<file path="src/rtl/imem_arb_pkg.sv">
// Shared types for the instruction-memory port arbiter.
// FSM state encoding and requester identity.
package imem_arb_pkg;

  typedef enum logic [1:0] {
    S_IDLE  = 2'd0,
    S_BURST = 2'd1,
    S_DATA  = 2'd2
  } arb_state_e;

  typedef enum logic {
    REQ_BURST = 1'b0,
    REQ_DATA  = 1'b1
  } req_id_e;

endpackage

</file>
<file path="src/rtl/imem_port_arbiter.sv">
// Shares one combinational I-memory port between I-cache
// refill bursts and single-word data-side reads.
module imem_port_arbiter
  import imem_arb_pkg::*;
#(
  parameter int ADDR_WIDTH = 32,
  parameter int DATA_WIDTH = 32,
  parameter int MAX_BURST  = 8,
  localparam int LW =
    (MAX_BURST > 1) ? $clog2(MAX_BURST) : 1
) (
  input  logic                  clk,
  input  logic                  rst,
  input  logic                  burst_req,
  input  logic [ADDR_WIDTH-1:0] burst_addr,
  input  logic [LW-1:0]         burst_len,
  output logic                  burst_gnt,
  output logic                  burst_valid,
  output logic                  burst_last,
  output logic [DATA_WIDTH-1:0] burst_rdata,
  input  logic                  d_req,
  input  logic [ADDR_WIDTH-1:0] d_addr,
  output logic                  d_gnt,
  output logic                  d_valid,
  output logic [DATA_WIDTH-1:0] d_rdata,
  output logic [ADDR_WIDTH-1:0] mem_addr,
  input  logic [DATA_WIDTH-1:0] mem_rdata
);

  arb_state_e            r_state;
  arb_state_e            w_next;
  req_id_e               r_last;
  logic [ADDR_WIDTH-1:0] r_base;
  logic [LW-1:0]         r_len;
  logic [LW-1:0]         r_cnt;
  logic                  r_bvalid;
  logic                  r_blast;
  logic                  r_dvalid;
  logic [DATA_WIDTH-1:0] r_brdata;
  logic [DATA_WIDTH-1:0] r_drdata;
  logic                  w_issue;
  logic                  w_final;
  logic                  w_take_b;
  logic                  w_take_d;
  logic                  w_unused;

  // Refills are word aligned; the low address bits are dropped.
  assign w_unused = ^burst_addr[1:0];
  assign w_final  = (r_cnt == r_len);

  always_comb begin
    w_next    = r_state;
    mem_addr  = '0;
    burst_gnt = 1'b0;
    d_gnt     = 1'b0;
    w_issue   = 1'b0;
    unique case (r_state)
      S_IDLE: begin
        if (burst_req &&
            (!d_req || r_last == REQ_DATA))
          w_next = S_BURST;
        else if (d_req)
          w_next = S_DATA;
      end
      S_BURST: begin
        mem_addr  = r_base
                  + (ADDR_WIDTH'(r_cnt) << 2);
        burst_gnt = (r_cnt == '0);
        w_issue   = 1'b1;
        if (w_final)
          w_next = d_req ? S_DATA : S_IDLE;
      end
      S_DATA: begin
        mem_addr = d_addr;
        d_gnt    = 1'b1;
        w_next   = S_IDLE;
      end
      default: w_next = S_IDLE;
    endcase
  end

  assign w_take_b = (r_state == S_IDLE)
                 && (w_next == S_BURST);
  assign w_take_d = (w_next == S_DATA);

  always_ff @(posedge clk) begin
    if (rst) begin
      r_state  <= S_IDLE;
      r_last   <= REQ_DATA;
      r_base   <= '0;
      r_len    <= '0;
      r_cnt    <= '0;
      r_bvalid <= 1'b0;
      r_blast  <= 1'b0;
      r_dvalid <= 1'b0;
      r_brdata <= '0;
      r_drdata <= '0;
    end else begin
      r_state  <= w_next;
      r_bvalid <= w_issue;
      r_blast  <= w_issue && w_final;
      r_dvalid <= d_gnt;
      if (w_issue)
        r_brdata <= mem_rdata;
      if (d_gnt)
        r_drdata <= mem_rdata;
      if (w_take_b) begin
        r_base <= {burst_addr[ADDR_WIDTH-1:2],
                   2'b00};
        r_len  <= burst_len;
        r_cnt  <= '0;
        r_last <= REQ_BURST;
      end else begin
        if (r_state == S_BURST)
          r_cnt <= r_cnt + LW'(1);
        if (w_take_d)
          r_last <= REQ_DATA;
      end
    end
  end

  assign burst_valid = r_bvalid;
  assign burst_last  = r_blast;
  assign burst_rdata = r_brdata;
  assign d_valid     = r_dvalid;
  assign d_rdata     = r_drdata;

endmodule

</file>
<file path="config.mk">
export PLATFORM = sky130hd
export DESIGN_NAME = imem_port_arbiter
export DESIGN_NICKNAME = d
export VERILOG_FILES = /design/src/rtl/imem_arb_pkg.sv /design/src/rtl/imem_port_arbiter.sv
export SDC_FILE = /design/constraint.sdc
export NUM_CORES = 1
export LEC_CHECK = 0
export CAP_MARGIN = 20
export CORE_MARGIN = 2
export CORE_UTILIZATION = 45
export CTS_BUF_LIST = sky130_fd_sc_hd__clkbuf_2 sky130_fd_sc_hd__clkbuf_4 sky130_fd_sc_hd__clkbuf_8
export CTS_CLUSTER_DIAMETER = 200
export DETAILED_ROUTE_END_ITERATION = 12
export PLACE_DENSITY_LB_ADDON = 0.15
export SYNTH_ARGS = -nofsm -noshare
export SYNTH_HDL_FRONTEND = slang
export SYNTH_SLANG_ARGS = --single-unit
export TNS_END_PERCENT = 1
</file>
<file path="constraint.sdc">
create_clock -name clk -period 3.79 [get_ports clk]
set_input_delay 1.137 -clock clk [delete_from_list [all_inputs] [get_ports clk]]
set_output_delay 1.137 -clock clk [all_outputs]
set_load 0.02 [all_outputs]
</file>
* Word level (Yosys, flattened, before mapping)
Index checks and enable logic that the tools add are counted.
** Cells by class
- Mux-type cells :: 11
- Add/subtract/negate cells :: 2
- Equality and inequality tests :: 5
- Reduce and logical (&&, ||, !) cells :: 9
** Operators with widths (number)
- 32-bit case mux with 2 select lines :: 1
- 32-bit by 5-bit adder with 32-bit output :: 1
- 2-bit two-way mux :: 4
- 1-bit two-way mux :: 5
- 2-bit by 1-bit equality test with 1-bit output (second input constant) :: 2
- 2-bit equality test (second input constant) :: 2
- 2-bit case mux with 2 select lines :: 1
- 3-bit by 1-bit adder with 3-bit output (second input constant) :: 1
- 3-bit equality test :: 1
- 1-bit logical AND :: 3
- 3-bit zero test :: 1
- 2-bit zero test :: 1
- 2-bit nonzero test :: 1
- 2-bit OR reduction :: 1
- 1-bit zero test :: 1
- 1-bit logical OR :: 1
** Storage, ports and cells
- Flip-flop bits (word level) :: 106
- Word-level logic and storage cells :: 37
- Output and inout bits :: 101
- Input bits :: 103

* Longest topological paths before layout
- Depth after elaboration :: 8
- Mapped depth :: 10
- Mapped depth without buffers :: 7

* Worst setup path after synthesis
No wires, ideal clock.
- Path type :: reg-to-output
- Start :: register r_cnt[0]
- End :: output mem_addr[12]
- Setup slack :: 0.312 ns
- Data arrival time :: 2.341 ns
- Stages on the path, launching flop included :: 8
- Path buffers :: 0
- Cell sequence :: dfxtp_1 ha_1 fa_1 a21oi_1 nor3b_1 nand3_1 xor2_1 o21ai_0
** On the way
- Longest elaborated chain between the ends :: 2
** RTL lines
- from (decl) :: line imem_port_arbiter.sv:35 : logic [LW-1:0] r_cnt;
- from (signal assigned) :: line imem_port_arbiter.sv:115 : r_cnt <= r_cnt + LW'(1);
- 32-bit by 5-bit adder with 32-bit output :: line imem_port_arbiter.sv:67 : + (ADDR_WIDTH'(r_cnt) << 2);
- 32-bit case mux with 2 select lines :: line imem_port_arbiter.sv:57 : unique case (r_state)
- to (decl) :: line imem_port_arbiter.sv:26 : output logic [ADDR_WIDTH-1:0] mem_addr,
Every way passes these cells.

* Final worst setup path
- Start :: register r_base[3]
- End :: output mem_addr[23]
** On the way
- Longest elaborated chain between the ends :: 2
** RTL lines
- from (decl) :: line imem_port_arbiter.sv:33 : logic [ADDR_WIDTH-1:0] r_base;
- from (signal assigned) :: line imem_port_arbiter.sv:108 : r_base <= {burst_addr[ADDR_WIDTH-1:2],
- 32-bit by 5-bit adder with 32-bit output :: line imem_port_arbiter.sv:67
- 32-bit case mux with 2 select lines :: line imem_port_arbiter.sv:57
Every way passes these cells.

==> qor.yml <==
core_area_um2: 11400
n_fill_cell: 933
cp.arrival_ns: 2.58
synth_top_area_frac: 0.407
ys_ff_latch: 106
post-route-min-period_ns: 3.72
clockRootBuffer: "clkbuf_8"
grt_pass1_wl_mm: 22.5
num_antenna_cells: 0
cts_max_level: 3
rsz0062_at_grt: "true"
synth_area_um2: 5220
maxCapViolCount: 0
die_x_um: 112
vias: 4563
cts_setup_buffers: 0
holdPathStages: 2
first_iter_violations: 163
antenna_found_initial: 0
seqPwrFrac: 0.471
routed_via_density: 5.05
place_congestion: 0.862
die-area_um2: 12500
clock_sinks: 106
grt_start_max_net_pins: 117
worstMarginPinSlew_ns: 0.967
rr_endpoint: "r_base[23]"
yosys-top-cells-area: "dfxtp_1 (41%), mux2i_1 (19%), nand2b_1 (8.0%), nor2_1 (5.0%), xnor2_1 (4.2%)"
hpwl_mm: 9.95
area_growth_pct: 45.1
end_kind: "output port"
leakage_nw: 2.86
ir_drop_mv: 0.263
required_ns: 2.65
syn_nets: 676
hp-start: "r_base[2]"
ioPinCount: 204
reg2reg_slack_ns: 1.59
syn-instance-count: 564
post-route-period-util: 0.980
overflow: 0
clockBufferDepth: 2
final.setup.tns_ns: 0
hold_end: "r_base[2]"
cts_buffers: 9
p_per_area_nw_per_um2: 357
p_int_w: 0.00190
ys_warn_count: 0
combPwrFrac: 0.267
status: "completed"
max_freq_mhz: 269
layoutNonFillerInstCount: 904
place_ws_ns: 0.180
ys_async_sr_fraction: 0
start_util: 0.459
layout_common_cells: "clkdlybuf4s50_1 (174), dfxtp_1 (105), mux2i_1 (98)"
firstDrtPassIters: 5
yosys.area.top_type: "dfxtp_1"
wl_mm: 13.7
min_path_type: "reg -> reg"
layout_commonest_cell: "clkdlybuf4s50_1"
seq_area_frac_synth: 0.407
drc: 0
dieHeight_um: 112
p_sw_w: 0.000805
reg2reg_from: "r_cnt[0]"
post-place-cells: 888
rows: 39
layout-drive-gt1-share: 0.0683
ys.flop_type: "dfxtp_1"
yosys.cell_types.count: 44
drv_slew: 0
slew_headroom: 0.355
numPortBuffers: 201
wl_per_cell_um: 15.1
hold_viol_final: 0
swShare: 0.298
reg2reg_depth: 7
setup_viol: 0
antenna_left: 0
synth-edff-count: 0
grt_pass1_vias: 4648
nNetsFinal: 868
cts_hold_buf: 0
avgSynthCellArea_um2: 9.25
grt.total_usage: 0.221
critPathKind: "reg -> out"
skew_ns: 0.00819
clockPowerShare: 0.262
clock_latency_ns: 0.38
cts_tree: "yes"
post-route-util: 0.666
cp-start-kind: "flip-flop"
setup_slack_ns: 0.0748
clkTransAtPathRegs_ns: 0.10
crit_fanout: 14
==> logic make-up (layout without fill, tap and decap cells) <==
kind of cell    after synthesis  after routing  synth area share
compound gates               45             45            0.0494
xor+xnor                     33             33            0.0568
fa+ha+maj                     9              9            0.0230
buf+inv                      42            239            0.0417
flops                       106            106             0.407
mux                          98             98             0.188
simple gates                231            231             0.234
==> area by class of cell <==
cell class                      count  area (um^2)  area share
Clock inverter                      6         66.3     0.00876
Tap cell                          143          179      0.0236
Timing Repair Buffer              217         2140       0.282
Sequential cell                   106         2120       0.280
Multi-Input combinational cell    416         2910       0.385
Clock buffer                       10          131      0.0173
Inverter                            6         22.5     0.00297
==> registers in the layout, indices dropped and copies added (netlist names) <==
signal and flops:
r_state 2, r_len 3, burst_valid 1, burst_last 1
r_base 30, d_rdata 32, r_cnt 3, r_last 1
burst_rdata 32, d_valid 1
==> Yosys cell counts (4+ instances only) <==
master    number
a21oi_1        4
clkbuf_1      26
dfxtp_1      106
ha_1           8
inv_1          6
mux2i_1       98
nand2_1       40
nand2b_1      67
nand3_1        8
nand4_1        5
nor2_1        69
nor2b_1        5
nor3_1         7
nor4_1         8
o21ai_0       17
o21ai_1       14
xnor2_1       25
xor2_1         7
==> repair_timing <==
| action | CTS | global route |
|---|---|---|
| resized for setup | 25 | 12 |
| setup endpoints to repair | 27 | 10 |
| cloned | 0 | 0 |
| pin swaps | 0 | 0 |
==> power groups by stage <==
stage	clock network [W]	logic, W	registers [W]
global placement	0	0.000714	0.00129
floorplan	0	0.000371	0.00135
CTS	0.000727	0.000728	0.00127
detailed placement	0	0.000730	0.00130
finish	0.000709	0.000721	0.00127
global route	0.000777	0.000778	0.00129
==> through the flow <==
step / total power [W] / area (um^2) / hold WS, ns
2_1_floorplan: 0.00172 / 5220 / 0.453
3_3_place_gp: 0.00201 / 7360 / 0.463
3_5_place_dp: 0.00203 / 7360 / 0.476
4_1_cts: 0.00273 / 7560 / 0.495
5_1_grt: 0.00284 / 7570 / 0.519
6_report: 0.00270 / 7570 / 0.496
==> routing by layer <==
metal,GRT usage,vias to the layer above,part of all wire
li1,-,2289,-
met1,0.259,2114,0.42
met2,0.368,138,0.48
met3,0.0800,22,0.084
met4,0.0914,0,0.023
met5,0,-,0
==> worst max-delay path, stage by stage (launching register included) <==
cell and delay, ns:
dfxtp_1 0.40, ha_1 0.25, a21o_1 0.18, a21oi_1 0.24, buf_12 0.19, nor4_2 0.06, xnor2_1 0.14, o21ai_1 0.12
clkdlybuf4s50_1 0.61
==> worst max path at each step <==
stage,startpoint,end,cells after the start
2_1_floorplan,r_cnt[0],mem_addr[12],7
3_3_place_gp,r_base[20],mem_addr[31],6
3_5_place_dp,r_base[20],mem_addr[31],6
4_1_cts,r_base[20],mem_addr[30],6
5_1_grt,r_cnt[1],mem_addr[23],8
6_report,r_base[3],mem_addr[23],8
No activity file was read; power rests on OpenSTA's default activity.
